`src/rtl/light_conflict_monitor.sv`:
```
// Lamp-bus checker: encoding, exclusion, sequence, dwell, order and all-red.
// Define FAULT_COUNT_EN to add the saturating Fault_Count output.
module light_conflict_monitor #(
  parameter int GREEN_CYC  = 16,
  parameter int YELLOW_CYC = 4,
  parameter int ALLRED_MAX = 2,
  parameter int CNT_W      = 5
) (
  input  logic       Clk,
  input  logic       Reset,
  input  logic [2:0] North,
  input  logic [2:0] South,
  input  logic [2:0] East,
  input  logic [2:0] West,
  input  logic       Fault_Clr,
  output logic       Fault,
  output logic       Force_Red,
  output logic [2:0] Fault_Code,
  output logic [1:0] Fault_Dir,
  output logic       Locked,
  output logic [2:0] Phase
`ifdef FAULT_COUNT_EN
  ,
  output logic [7:0] Fault_Count
`endif
);

  localparam logic [2:0] RED = 3'b001;
  localparam logic [2:0] YEL = 3'b010;
  localparam logic [2:0] GRN = 3'b100;
  localparam logic [CNT_W-1:0] G_N = CNT_W'(GREEN_CYC);
  localparam logic [CNT_W-1:0] Y_N = CNT_W'(YELLOW_CYC);
  localparam logic [CNT_W-1:0] A_N = CNT_W'(ALLRED_MAX);

  typedef enum logic [1:0] {SYNC, TRACK, FAULT} state_t;

  state_t state, state_nx;

  logic [3:0][2:0] cur, prev_q;
  logic [CNT_W-1:0] cnt_q, ar_q;
  logic [2:0] code_q, phase_q, code_d;
  logic [1:0] dir_q, exp_q, dir_d;
  logic hit, multi, all_red;
  logic [3:0] bad_enc, nr, step_bad;
  logic [3:0] g_bad, y_bad, ord_bad, gy, on;

  function automatic logic [1:0] low4(input logic [3:0] v);
    logic [1:0] r;
    r = '0;
    for (int i = 3; i >= 0; i--)
      if (v[i]) r = 2'(i);
    return r;
  endfunction

  // Service order N -> W -> S -> E -> N
  function automatic logic [1:0] succ(input logic [1:0] d);
    logic [1:0] r;
    unique case (d)
      2'd0:    r = 2'd3;
      2'd3:    r = 2'd1;
      2'd1:    r = 2'd2;
      default: r = 2'd0;
    endcase
    return r;
  endfunction

  assign cur = {West, East, South, North};

  always_comb begin
    bad_enc  = '0;
    nr       = '0;
    step_bad = '0;
    g_bad    = '0;
    y_bad    = '0;
    ord_bad  = '0;
    gy       = '0;
    on       = '0;
    for (int d = 0; d < 4; d++) begin
      bad_enc[d] = !(cur[d] == RED || cur[d] == YEL
                     || cur[d] == GRN);
      nr[d] = cur[d] != RED;
      step_bad[d] =
        (prev_q[d] == GRN && cur[d] == RED) ||
        (prev_q[d] == YEL && cur[d] == GRN) ||
        (prev_q[d] == RED && cur[d] == YEL);
      g_bad[d] = prev_q[d] == GRN &&
        ((cur[d] != GRN && cnt_q != G_N) ||
         (cur[d] == GRN && cnt_q == G_N));
      y_bad[d] = prev_q[d] == YEL &&
        ((cur[d] != YEL && cnt_q != Y_N) ||
         (cur[d] == YEL && cnt_q == Y_N));
      gy[d] = prev_q[d] == GRN && cur[d] == YEL;
      on[d] = prev_q[d] == RED && cur[d] == GRN;
      ord_bad[d] = on[d] && 2'(d) != exp_q;
    end
  end

  assign multi   = (nr & (nr - 4'd1)) != 4'd0;
  assign all_red = nr == 4'd0;

  always_comb begin
    hit    = 1'b1;
    code_d = 3'd0;
    dir_d  = 2'd0;
    if (|bad_enc) begin
      code_d = 3'd1; dir_d = low4(bad_enc);
    end else if (multi) begin
      code_d = 3'd2; dir_d = low4(nr);
    end else if (state == TRACK && |step_bad) begin
      code_d = 3'd3; dir_d = low4(step_bad);
    end else if (state == TRACK && |g_bad) begin
      code_d = 3'd4; dir_d = low4(g_bad);
    end else if (state == TRACK && |y_bad) begin
      code_d = 3'd5; dir_d = low4(y_bad);
    end else if (state == TRACK && |ord_bad) begin
      code_d = 3'd6; dir_d = low4(ord_bad);
    end else if (all_red && ar_q == A_N) begin
      code_d = 3'd7;
    end else begin
      hit = 1'b0;
    end
  end

  always_ff @(posedge Clk) begin
    if (!Reset) state <= SYNC;
    else        state <= state_nx;
  end

  always_comb begin
    state_nx = state;
    unique case (state)
      SYNC:    if (hit) state_nx = FAULT;
               else if (|gy) state_nx = TRACK;
      TRACK:   if (hit) state_nx = FAULT;
      FAULT:   if (Fault_Clr) state_nx = SYNC;
      default: state_nx = SYNC;
    endcase
  end

  always_comb begin
    Fault      = state == FAULT;
    Force_Red  = state == FAULT;
    Locked     = state == TRACK;
    Fault_Code = code_q;
    Fault_Dir  = dir_q;
    Phase      = phase_q;
  end

  always_ff @(posedge Clk) begin
    if (!Reset) begin
      prev_q  <= {4{RED}};
      cnt_q   <= '0;
      ar_q    <= '0;
      code_q  <= '0;
      dir_q   <= '0;
      phase_q <= '0;
      exp_q   <= '0;
    end else begin
      prev_q <= cur;
      if (state == FAULT && Fault_Clr) begin
        cnt_q  <= '0;
        ar_q   <= '0;
        code_q <= '0;
        dir_q  <= '0;
      end else begin
        if (cur != prev_q) cnt_q <= CNT_W'(1);
        else if (!(&cnt_q)) cnt_q <= cnt_q + CNT_W'(1);
        if (!all_red) ar_q <= '0;
        else if (!(&ar_q)) ar_q <= ar_q + CNT_W'(1);
        if (state != FAULT && hit) begin
          code_q <= code_d;
          dir_q  <= dir_d;
        end else if (state == SYNC && |gy) begin
          phase_q <= {low4(gy), 1'b1};
          exp_q   <= succ(low4(gy));
        end else if (state == TRACK) begin
          if (|on) begin
            phase_q <= {low4(on), 1'b0};
            exp_q   <= succ(low4(on));
          end else if (|gy) begin
            phase_q <= {low4(gy), 1'b1};
          end
        end
      end
    end
  end

`ifdef FAULT_COUNT_EN
  always_ff @(posedge Clk) begin
    if (!Reset)
      Fault_Count <= '0;
    else if (state != FAULT && state_nx == FAULT
             && Fault_Count != 8'hff)
      Fault_Count <= Fault_Count + 8'd1;
  end
`endif

endmodule

```
`config.mk`:
```
export PLATFORM = sky130hd
export DESIGN_NAME = light_conflict_monitor
export DESIGN_NICKNAME = d
export VERILOG_FILES = /design/src/rtl/light_conflict_monitor.sv
export SDC_FILE = /design/constraint.sdc
export NUM_CORES = 1
export LEC_CHECK = 0
export CAP_MARGIN = 10
export CORE_MARGIN = 2
export CORE_UTILIZATION = 55
export DETAILED_ROUTE_END_ITERATION = 8
export PLACE_DENSITY = 0.77
export SLEW_MARGIN = 0
export SYNTH_ARGS = -nofsm -noshare
export SYNTH_HDL_FRONTEND = slang
export SYNTH_SLANG_ARGS = --single-unit
export TNS_END_PERCENT = 30
```
`constraint.sdc`:
```
create_clock -name Clk -period 3.9 [get_ports Clk]
set_input_delay 0.975 -clock Clk [delete_from_list [all_inputs] [get_ports Clk]]
set_output_delay 0.975 -clock Clk [all_outputs]
set_load 0.005 [all_outputs]
```
Word-level counts from Yosys, hierarchy flattened
Index checks and enable logic that the tools add are counted.

Input bits: 15. Output and inout port bits: 11. Word-level logic and storage cells: 262. Flip-flop bits (word level): 34.

Bitwise operators: 5. Equal/unequal tests: 56. Muxes and demuxes: 78. Reductions and logical operators: 108. $add $sub $neg: 3.

Operators by type and width (count): 2-bit 2-to-1 mux (55); 1-bit logical AND (56); 3-bit 2-to-1 mux (11); 4-bit OR reduction (7); 3-bit by 1-bit equality test with 1-bit output, second input constant (8); 3-bit by 2-bit equality test with 1-bit output, second input constant (8); 3-bit equality test, second input constant (8); 1-bit logical OR (24); 2-bit case mux with 3 select lines (3); 3-bit != test, second input constant (5); 12-bit != test (1); 3-bit by 1-bit != test with 1-bit output, second input constant (4); 3-bit by 2-bit != test with 1-bit output, second input constant (4); 5-bit by 1-bit adder with 5-bit output, second input constant (2); 5-bit AND reduction (2); 1-bit 2-to-1 mux (9); 4-bit AND reduction (2); 2-bit by 1-bit equality test with 1-bit output, second input constant (3); 2-bit equality test, second input constant (3); 2-bit logical NOT (3); 2-bit != test, second input constant (3); 2-bit nonzero test (3); 3-bit OR reduction (2); 5-bit by 2-bit equality test with 1-bit output, second input constant (1); other kinds (16) (23).

Logic depth before layout (Yosys ltp)
Gate-level depths: netlist (run 1).

Depth after elaboration: 20. Mapped depth: 12. Gate-level depth less buffers: 10.

Least setup slack after synthesis (run 1)
No wires, ideal clock.

Path type: in2reg. From: input North[2]. To: register phase_q[2] (netlist: Phase[2]). Data arrival time: 3.186 ns. Library setup time: 0.072 ns. Setup slack: 0.643 ns. Required time: 3.828 ns. Buffers on the path: 2. Stages on the path: 10. Path through: buf_4 > or3b_4 > a222oi_1 > o21a_1 > nand3_2 > or3_1 > buf_2 > o21a_4 > or3_1 > a21oi_1.

Word-level cells in the longest chain between the ends: 14. Elaborated cells on any way between the ends: 60. Those cells by class: add/sub: 1; eq/ne: 6; mux: 13; bitwise: 2; reduce/logical: 38.

RTL lines: start, declared (line 11) `input logic [2:0] North,`; 3-bit equality test, or another cell as far along; 1-bit logical AND, on equally long branches (line 93, 90, 91); 1-bit logical AND / 1-bit logical OR (equally long branches) (line 94, 90); 4-bit OR reduction / 1-bit logical AND (equally long branches) (line 115, 89); 1-bit logical AND / 4-bit OR reduction (equally long branches) (line 115, 113); 1-bit 2-to-1 mux / 1-bit logical AND (equally long branches) (line 115, 113); 1-bit 2-to-1 mux (line 113) `end else if (state == TRACK && |y_bad) begin`; 1-bit 2-to-1 mux (line 111) `end else if (state == TRACK && |g_bad) begin`; 1-bit 2-to-1 mux (line 109) `end else if (state == TRACK && |step_bad) begin`; 1-bit 2-to-1 mux (line 107) `end else if (multi) begin`; 1-bit 2-to-1 mux (line 105) `if (|bad_enc) begin`; 1-bit logical AND (line 170) `if (state != FAULT && hit) begin`; 1-bit inverter (no source line); 4-bit AND reduction (no source line); end signal, assigned (line 174) `phase_q <= {low4(gy), 1'b1};`; end signal, assigned (line 178) `phase_q <= {low4(on), 1'b0};`; end signal, assigned (line 181) `phase_q <= {low4(gy), 1'b1};`; end, declared (line 41) `logic [2:0] code_q, phase_q, code_d;`.

Several ways; a longest one is shown, not always the timed one. The select of a mux whose other input is x is not followed. A chain may end at the register's enable or synchronous reset.

Final worst setup path (run 1)
Same ends and word-level chain as after synthesis.

==> qor.txt, run 1 <==
Commonest cells post-synth: nor2_1, dfxtp_1, a21oi_1, xnor2_1, nand2b_1
Drt drc: 0
Row count: 25
Setup Crit Path Kind: in2reg
Via count: 2682
Initial antenna violation count: 0
Switching power of the nets: 238 uW
Via density: 5.95
CP peak stage delay: 540 ps
Top cell type's share of synthesized area: 0.246
Ranking of synthesized cells by area: dfxtp_1, xnor2_1, nor2_1
GRT Total Usage: 0.270
Tmin final: 3570 ps
Comb pwr share: 0.203
Die X: 75.0 um
Met3 Wirelength: 322 um
R2r startpoint: cnt_q[0]
Crit. End Element: register
Hpwl dp: 5530 um
Final Total Pwr: 819 uW
Initial Util: 0.579
Arrival time of the worst setup path: 3790 ps
Number of detailed-route iterations in the first pass: 4
H-Tree Depth: 2
Final net count: 409
Metal2 WL: 3230 um
Synth async-reset ratio: 0
DP Area: 3170 um^2
Post-CTS Resized: 0
Ys flop type: dfxtp_1
Die Y: 75.0 um
CTS root buffer: clkbuf_8
Inserted Diodes: 0
Cell mode on critical path: or3_1
Hold WS: 491 ps
CTS max path bufs: 2
Setup Skew: 7.36 ps
Worst Max-Slew Pin Slew: 676 ps
CTS clk-pin slew, worst paths: 80 ps
Mapped cell area: 2770 um^2
Clock power share: 0.342
Syn_nets: 374
Proportion of layout cells with a drive suffix above 1: 0.115
Number of global-route vias before repair: 2523
Core Util, Final: 0.681
Number of flops mapped to enable cells by yosys: 0
Grt total ovfl: 0
# Post-CTS Setup Buffers: 0
Mapped Cells: 348
Largest net degree at the start of global routing: 14
Max rail drop VDD: 173 uV
Top sig layer: met4
Crit start category: input pin
Crit path from: North[2]
Yosys warnings: 0
Placed cell count: 443
Maximum clock rate: 0.280 GHz
Yosys cell types: 62
1st-iter DRT viols: 201
RSZ-0062 raised after global routing: no
Final worst-path cycle share: 0.915
Crit path max-delay cell type: clkdlybuf4s50_1
Hold Fails Final Rpt: 0
M1 WL: 3330 um
DR WL/cell: 15.6 um
Fin Setup TNS: 0 ps
First-pass GRT wire length: 11700 um
Flop pwr share: 0.455
Internal: 581 uW
Routed Antenna Nets: 0
Leakage: 1.17 nW
Dominant cell by count in the synthesized netlist: nor2_1
Switching portion of total power: 0.291
Seq/Total Area, Yosys: 0.246
Max-cap violations: 0
Hold buffers post-CTS: 0
Fin. max-slew vios: 0
Worst-skew pair later-pin latency: 290 ps
Status: finished clean
Hold_sp: Fault_Code[1]
Num Clock Sinks: 34
Final Wtd Congestion: 0.964
Yosys top cell by area: dfxtp_1
CTS tree: built
Syn-to-layout area delta: 17.7%
Core area: 4790 um^2
Worst-path cell chain: clkdlybuf4s50_1 > or3b_4 > a222oi_1 > o21a_1 > nand3_2 > or3_1 > o21a_4 > or3_1 > a21oi_1
Worst Setup Slack, final: 330 ps
CTS Buf Count: 5
DP Worst Slack: 42.7 ps
Die ar.: 5620 um^2
Design Area, Final: 3260 um^2
Hold Crit Class: reg2reg
Seq cells post-synth: 34
Worst-path maximum fanout: 8
Syn_area_per_cell: 7.96 um^2
I/O pin cnt: 26
CP required: 4120 ps
Pwr dens: 251 nW/um^2
Final Setup Violations: 0
Fillers: 435
I/O Buffers: 25
Detailed Route WL: 7050 um
Layout Cells excl Fill: 451
Normalized max-slew margin: 0.549
==> worst max-delay path, delay by kind of cell <==
family	cells	cell delay [ps]
AND/OR/NAND/NOR	4	1360
buffers and inverters	1	540
AO/OA/AOI/OAI	4	900
==> worst paths after layout <==
check                  endpoint  slack [ps]  cells after the start
setup reg to reg       Phase[2]        1140                     11
setup / recovery       Phase[2]         330                      9
hold / removal    Fault_Code[1]         490                      2
hold reg to reg   Fault_Code[1]         490                      2
==> layout by cell type, fill, tap and decap left out, types with 7 or more instances in the layout <==
master           instances
a21oi_1                 20
and2_1                   8
buf_4                   23
clkdlybuf4s50_1         25
dfxtp_1                 34
ha_1                    11
inv_1                   11
nand2_1                 13
nand2b_1                16
nor2_1                  37
nor2b_1                  7
nor3_1                  11
nor3b_1                 13
o21ai_0                 11
o22ai_1                  7
xnor2_1                 20
==> state kept, by name, summed over array words and instances, names as in the netlist <==
name        count
Fault_Dir       2
prev_q         12
ar_q            5
cnt_q           5
exp_q           2
state           2
Fault_Code      3
Phase           3
==> cell families after synthesis <==
kind of cell               count (synthesis)  synth area share
DFF                                       34             0.246
AOI/OAI and AO/OA                         94             0.237
adders and majority gates                 12            0.0533
and+or+nand+nor                          145             0.306
muxes                                      5            0.0185
buffers and inverters                     32            0.0569
xor gates and xnor gates                  26            0.0822
==> cell type report <==
cell class,instances,area [um^2],area share
well taps,67,83.8,0.0257
multi-input cells,282,1930,0.593
inverters,12,45.0,0.0138
clock inverters,2,12.5,0.00384
clock buffers,6,82.6,0.0253
flip-flops and latches,34,681,0.209
repair buffers,48,423,0.130
==> power groups by stage <==
stage	registers (mW)	logic, mW	clock network [mW]
3_3_place_gp	0.379	0.160	0
2_1_floorplan	0.376	0.111	0
4_1_cts	0.373	0.165	0.282
3_5_place_dp	0.381	0.163	0
5_1_grt	0.375	0.183	0.300
6_report	0.373	0.166	0.280
==> layer usage <==
| metal | global-route usage | vias up |
|---|---|---|
| met4 | 0.0913 | 0 |
| met2 | 0.428 | 72 |
| met3 | 0.0535 | 18 |
| li1 | - | 1346 |
| met5 | 0 | - |
| met1 | 0.368 | 1246 |
(Power assumes the default switching activity.)
==> inputs of run 2 (changes only) <==
- CORE_MARGIN: 2 -> not set
- CORE_UTILIZATION: 55 -> 56
- PLACE_DENSITY: 0.77 -> 0.82
==> run 2 against run 1 <==
Net effect: maximum frequency up 0.65%; core utilization up 0.84 points; clock-buffer cell count down 1; critical path depth unchanged; routed wire length up 2.4%; clock power up 20%; via count up 3.7%; register-to-register slack about the same; worst setup slack better by 23 ps; flip-flop and latch count unchanged; cell area up 0.58%; non-clock buffer count unchanged.
==> qor.txt, run 2 (synthesis gave the netlist of run 1 again) <==
Initial Util: 0.583 (+0.00381)
Top sig layer: met4
CTS max path bufs: 2 (unchanged)
Hold buffers post-CTS: 0 (unchanged)
Core Util, Final: 0.690 (+0.00843)
Crit start category: input pin
Reg2reg end: Phase[0]
Hold Crit Class: reg2reg
Final net count: 409 (unchanged)
Largest net degree at the start of global routing: 14 (unchanged)
WHS Endpoint: Phase[2]
Worst-path maximum fanout: 10 (+2)
CTS Buf Count: 5 (unchanged)
Hold path cells: 2 (unchanged)
Normalized max-slew margin: 0.562 (+0.0133)
Arrival time of the worst setup path: 3760 ps (-30 ps)
Leakage: 1.17 nW (+0.15%)
Final worst-path cycle share: 0.910 (-0.00587)
CTS clk-pin slew, worst paths: 80 ps (about the same)
Commonest non-fill, non-tap cell in the layout: nor2_1
Worst-path cell chain: clkdlybuf4s50_1 > nor2b_1 > a31oi_1 > o32ai_1 > o41a_1 > or3_1 > o21ai_2 > a21oi_1 > a311oi_1
R2r startpoint: cnt_q[0]
Drt drc: 0 (unchanged)
Tmin final: 3550 ps (-22.9 ps)
I/O pin cnt: 26 (unchanged)
Final Setup Violations: 0 (unchanged)
RSZ-0062 raised after global routing: no
Routed Antenna Nets: 0 (unchanged)
Metal2 WL: 3250 um (+0.74%)
Proportion of layout cells with a drive suffix above 1: 0.115 (unchanged)
1st-iter DRT viols: 219 (+9.0%)
Hold Fails Final Rpt: 0 (unchanged)
Row count: 25 (unchanged)
Pwr dens: 267 nW/um^2 (+6.4%)
Grt total ovfl: 0 (unchanged)
Top Registers: prev_q: 12 flops, ar_q: 5 flops, cnt_q: 5 flops
Crit path max-delay cell type: clkdlybuf4s50_1
Max rail drop VDD: 191 uV (+10%)
Maximum clock rate: 0.282 GHz (+0.65%)
Num Clock Sinks: 34 (unchanged)
Post-CTS Resized: 0 (unchanged)
Via density: 6.16 (+3.7%)
Number of detailed-route iterations in the first pass: 5 (+1)
Die ar.: 5230 um^2 (-6.9%)
Met3 Wirelength: 627 um (+95%)
M1 WL: 3160 um (-5.3%)
Hpwl dp: 5480 um (-0.95%)
Hold_sp: Phase[2]
Crit. End Element: register
Worst-skew pair later-pin latency: 300 ps (about the same)
Detailed Route WL: 7210 um (+2.4%)
Final Wtd Congestion: 0.933 (-3.2%)
Most flop-heavy register: prev_q
Core area: 4750 um^2 (-0.65%)
CTS root buffer: clkbuf_8
Fin. max-slew vios: 0 (unchanged)
Most frequent cells in the layout: nor2_1, dfxtp_1, clkdlybuf4s50_1, buf_4
Max-cap violations: 0 (unchanged)
Die X: 72.4 um (-3.5%)
Via count: 2780 (+3.7%)
Number of global-route vias before repair: 2536 (+0.52%)
Fin Setup TNS: 0 ps (unchanged)
Setup Crit Path Kind: in2reg
GRT Total Usage: 0.286 (+0.0157)
Largest register FFs: 12 (unchanged)
CP peak stage delay: 530 ps (about the same)
Die Y: 72.4 um (-3.5%)
CTS tree: built
I/O Buffers: 25 (unchanged)
DR WL/cell: 16.0 um (+2.4%)
First-pass GRT wire length: 11700 um (+0.11%)
R2r worst-path depth: 11 (unchanged)
Syn-to-layout area delta: 18.3%
Inserted Diodes: 0 (unchanged)
Worst Max-Slew Pin Slew: 657 ps (-18.6 ps)
R2r setup slk: 1150 ps (about the same)
Initial antenna violation count: 0 (unchanged)
H-Tree Depth: 2 (unchanged)
CP required: 4110 ps (about the same)
# Post-CTS Setup Buffers: 0 (unchanged)
Status: finished clean
Setup Skew: 5.19 ps (-2.17 ps)
==> run 2: worst max-delay path: cells and delay by family <==
kind / cells / cell delay, ps
AOI/OAI and AO/OA: 6 / 1540
buffers and inverters: 1 / 530
and+or+nand+nor: 2 / 710
==> run 2: worst max path at each step <==
stage / start / to / slack (ps) / depth (start not counted)
floorplan: North[2] / Phase[2] / 640 / 10
global placement: North[2] / Phase[2] / 160 / 9
detailed placement: West[2] / Phase[0] / 90 / 9
CTS: West[2] / Phase[2] / 400 / 9
global route: West[2] / exp_q[1] / 210 / 9
finish: West[2] / Phase[0] / 350 / 9
==> run 2: stage by stage <==
| stage | instance area (um^2) | worst slack, ps | instances | hold slack (ps) | total power, mW |
|---|---|---|---|---|---|
| 2_1_floorplan | 2770 | 643 | 348 | 463 | 0.487 |
| 3_3_place_gp | 3170 | 162 | 443 | 472 | 0.540 |
| 3_5_place_dp | 3170 | 92.1 | 443 | 474 | 0.542 |
| 4_1_cts | 3280 | 400 | 451 | 488 | 0.878 |
| 5_1_grt | 3280 | 212 | 451 | 533 | 0.905 |
| 6_report | 3280 | 353 | 451 | 484 | 0.877 |
==> run 2: layout make-up <==
cell class	instances	area (um^2)
Multi-Input combinational cell	282	1930
Fill cell	418	1480
Sequential cell	34	681
Timing Repair Buffer	48	423
Tap cell	67	83.8
Clock buffer	5	68.8
Clock inverter	3	45.0
Inverter	12	45.0
==> run 2: per-layer routing <==
| metal | global-route usage | vias up |
|---|---|---|
| met4 | 0.111 | 0 |
| met3 | 0.0708 | 17 |
| met2 | 0.460 | 128 |
| met5 | 0 | - |
| met1 | 0.367 | 1290 |
| li1 | - | 1345 |
==> run 2: where the power goes <==
group	switching, mW	internal, mW
sequential	0.0147	0.358
clock	0.146	0.190
combinational	0.0866	0.0813
==> inputs of run 3 (changes only) <==
- CAP_MARGIN: 10 -> 30
- CELL_PAD_IN_SITES_DETAIL_PLACEMENT: not set -> 0
- CELL_PAD_IN_SITES_GLOBAL_PLACEMENT: not set -> 2
- CORE_UTILIZATION: 56 -> 34
- PLACE_DENSITY: 0.82 -> 0.83
- clock period: 3.9 -> 3.3 ns (I/O delays scaled with it)
==> run 3 against run 2 <==
Net effect: largest cell class unchanged; final cell count is 21% higher; critical path type unchanged; global-route usage shrank 8.1 points; via count up 2.1%; routed wire length increased by 13%.
==> qor.txt, run 3 (synthesis gave the netlist of run 1 again) <==
Status: finished clean
CTS tree: built
Drt drc: 0 (unchanged)
Worst-skew pair later-pin latency: 300 ps (about the same)
Via density: 5.22 (-15%)
Routed Antenna Nets: 0 (unchanged)
H-Tree Depth: 2 (unchanged)
Worst Setup Slack, final: 110 ps (-243 ps)
CTS max path bufs: 2 (unchanged)
CTS clk-pin slew, worst paths: 80 ps (about the same)
Maximum clock rate: 0.313 GHz
Commonest non-fill, non-tap cell in the layout: buf_4
Largest register FFs: 12 (unchanged)
Final Wtd Congestion: 0.893 (-4.3%)
Fin. max-slew vios: 0 (unchanged)
Final worst-path cycle share: 0.967
Top Registers: prev_q: 12 flops, ar_q: 5 flops, cnt_q: 5 flops
Hold buffers post-CTS: 0 (unchanged)
Leakage: 1.53 nW (+31%)
Setup Crit Path Kind: in2reg
Inserted Diodes: 0 (unchanged)
DP Worst Slack: -316 ps (-408 ps)
Internal: 855 uW (+36%)
Bufs and invs on worst path: 1 (unchanged)
CP peak stage delay: 530 ps (about the same)
1st-iter DRT viols: 161 (-26%)
Clock power share: 0.416 (+0.032)
Hold WS: 482 ps (-2.71 ps)
Hold Fails Final Rpt: 0 (unchanged)
Max rail drop VDD: 163 uV (-15%)
Max-cap violations: 0 (unchanged)
Most flop-heavy register: prev_q
Fin Setup TNS: 0 ps (unchanged)
Core area: 7810 um^2 (+64%)
Most frequent cells in the layout: buf_4, nor2_1, dfxtp_1, a21oi_1, xnor2_1
Syn-to-layout area delta: 38.8%
Final net count: 467 (+14%)
Layout Cells excl Fill: 544 (+21%)
RSZ-0062 raised after global routing: yes
Pwr dens: 304 nW/um^2 (+14%)
CP required: 3540 ps (-570 ps)
I/O pin cnt: 26 (unchanged)
Crit. End Element: register
Die Y: 92.3 um (+28%)
Comb pwr share: 0.207 (+0.015)
Flop pwr share: 0.377 (-0.048)
First-pass GRT wire length: 13600 um (+17%)
Worst-path cell chain: clkdlybuf4s50_1 > or3b_4 > a221oi_2 > a31oi_2 > o21ai_1 > nand4_1 > o21a_4 > or3_1 > a21oi_1
Die ar.: 8520 um^2 (+63%)
CTS Buf Count: 5 (unchanged)
Worst Max-Slew Pin Slew: 650 ps (-7.00 ps)
I/O Buffers: 25 (unchanged)
Final Setup Violations: 0 (unchanged)
Arrival time of the worst setup path: 3430 ps (-330 ps)
Number of global-route vias before repair: 2748 (+8.4%)
Switching power of the nets: 314 uW (+27%)
CP top delay family: simple AND/OR/NAND/NOR gates
Hold Crit Class: reg2reg
Grt total ovfl: 0 (unchanged)
Num Clock Sinks: 34 (unchanged)
Proportion of layout cells with a drive suffix above 1: 0.244 (+0.130)
Via count: 2838 (+2.1%)
Setup Skew: 6.86 ps (+1.66 ps)
Initial antenna violation count: 0 (unchanged)
Tmin final: 3190 ps
Fillers: 775 (+85%)
Largest net degree at the start of global routing: 13 (-1)
Hpwl dp: 6540 um (+19%)
Crit start category: input pin
Normalized max-slew margin: 0.566 (+0.00373)
DR WL/cell: 15.0 um (-6.0%)
Worst-path maximum fanout: 4 (-6)
Row count: 32 (+28%)
Number of detailed-route iterations in the first pass: 4 (-1)
GRT Total Usage: 0.205 (-0.0808)
Crit path max-delay cell type: clkdlybuf4s50_1
Initial Util: 0.355 (-0.228)
Detailed Route WL: 8180 um (+13%)
Switching portion of total power: 0.268 (-0.0140)
Placed cell count: 535 (+21%)
Die X: 92.3 um (+28%)
CTS root buffer: clkbuf_8
==> run 3: cell count changes in the layout (fill, tap and decap cells not counted), moves of 2 or more <==
cell             previous run  this run
buf_4                      23        80
clkdlybuf4s50_1            25        19
clkinvlp_4                  2         0
dlymetal6s2s_1              0         6
or3b_1                      6         2
or3b_4                      1         5
==> run 3: final timing paths <==
kind | start | end | slack, ps | cells past startpoint
setup / recovery | West[1] | Phase[2] | 110 | 9
hold / removal | Phase[2] | Phase[2] | 480 | 2
setup reg to reg | cnt_q[0] | Phase[2] | 540 | 11
hold reg to reg | Phase[2] | Phase[2] | 480 | 2
==> run 3: metal layers <==
layer | up-vias | GRT usage | share of wire
met5 | - | 0 | 0
met4 | 0 | 0.0456 | 0.0066
met3 | 4 | 0.0323 | 0.036
met2 | 47 | 0.323 | 0.44
met1 | 1329 | 0.292 | 0.51
li1 | 1458 | - | -
==> run 3: final cells by class <==
cell class | instances | area, um^2 | area share
Tap cell | 102 | 128 | 0.0332
Clock buffer | 5 | 68.8 | 0.0179
Inverter | 12 | 45.0 | 0.0117
Multi-Input combinational cell | 282 | 1970 | 0.512
Sequential cell | 34 | 681 | 0.177
Timing Repair Buffer | 106 | 886 | 0.230
Clock inverter | 3 | 68.8 | 0.0179
==> run 3: through the flow <==
stage          cell area (um^2)  utilization  total power [mW]
2_1_floorplan              2770            -             0.576
3_3_place_gp               3650        0.467             0.683
3_5_place_dp               3650        0.467             0.685
4_1_cts                    3790        0.485              1.17
5_1_grt                    3850        0.493              1.22
6_report                   3850        0.493              1.17
==> run 3: power groups by stage <==
stage | registers [mW] | logic (mW) | clock network (mW)
2_1_floorplan | 0.444 | 0.131 | 0
3_3_place_gp | 0.449 | 0.234 | 0
3_5_place_dp | 0.449 | 0.236 | 0
4_1_cts | 0.440 | 0.238 | 0.497
5_1_grt | 0.443 | 0.264 | 0.512
6_report | 0.440 | 0.242 | 0.487
==> run 3: what timing repair did <==
action,4_1_cts,5_1_grt
endpoints found under the setup margin,0,11
resized for setup,0,15
setup buffers,0,1
==> run 3: worst reg2reg max path: cells and delay by family, from the launching register on <==
family,cells,cell delay [ps]
AO/OA/AOI/OAI,4,860
AND/OR/NAND/NOR,3,930
buffers and inverters,2,300
flip-flops,1,350
XOR/XNOR,1,100
adder cells (fa/ha/maj),1,150
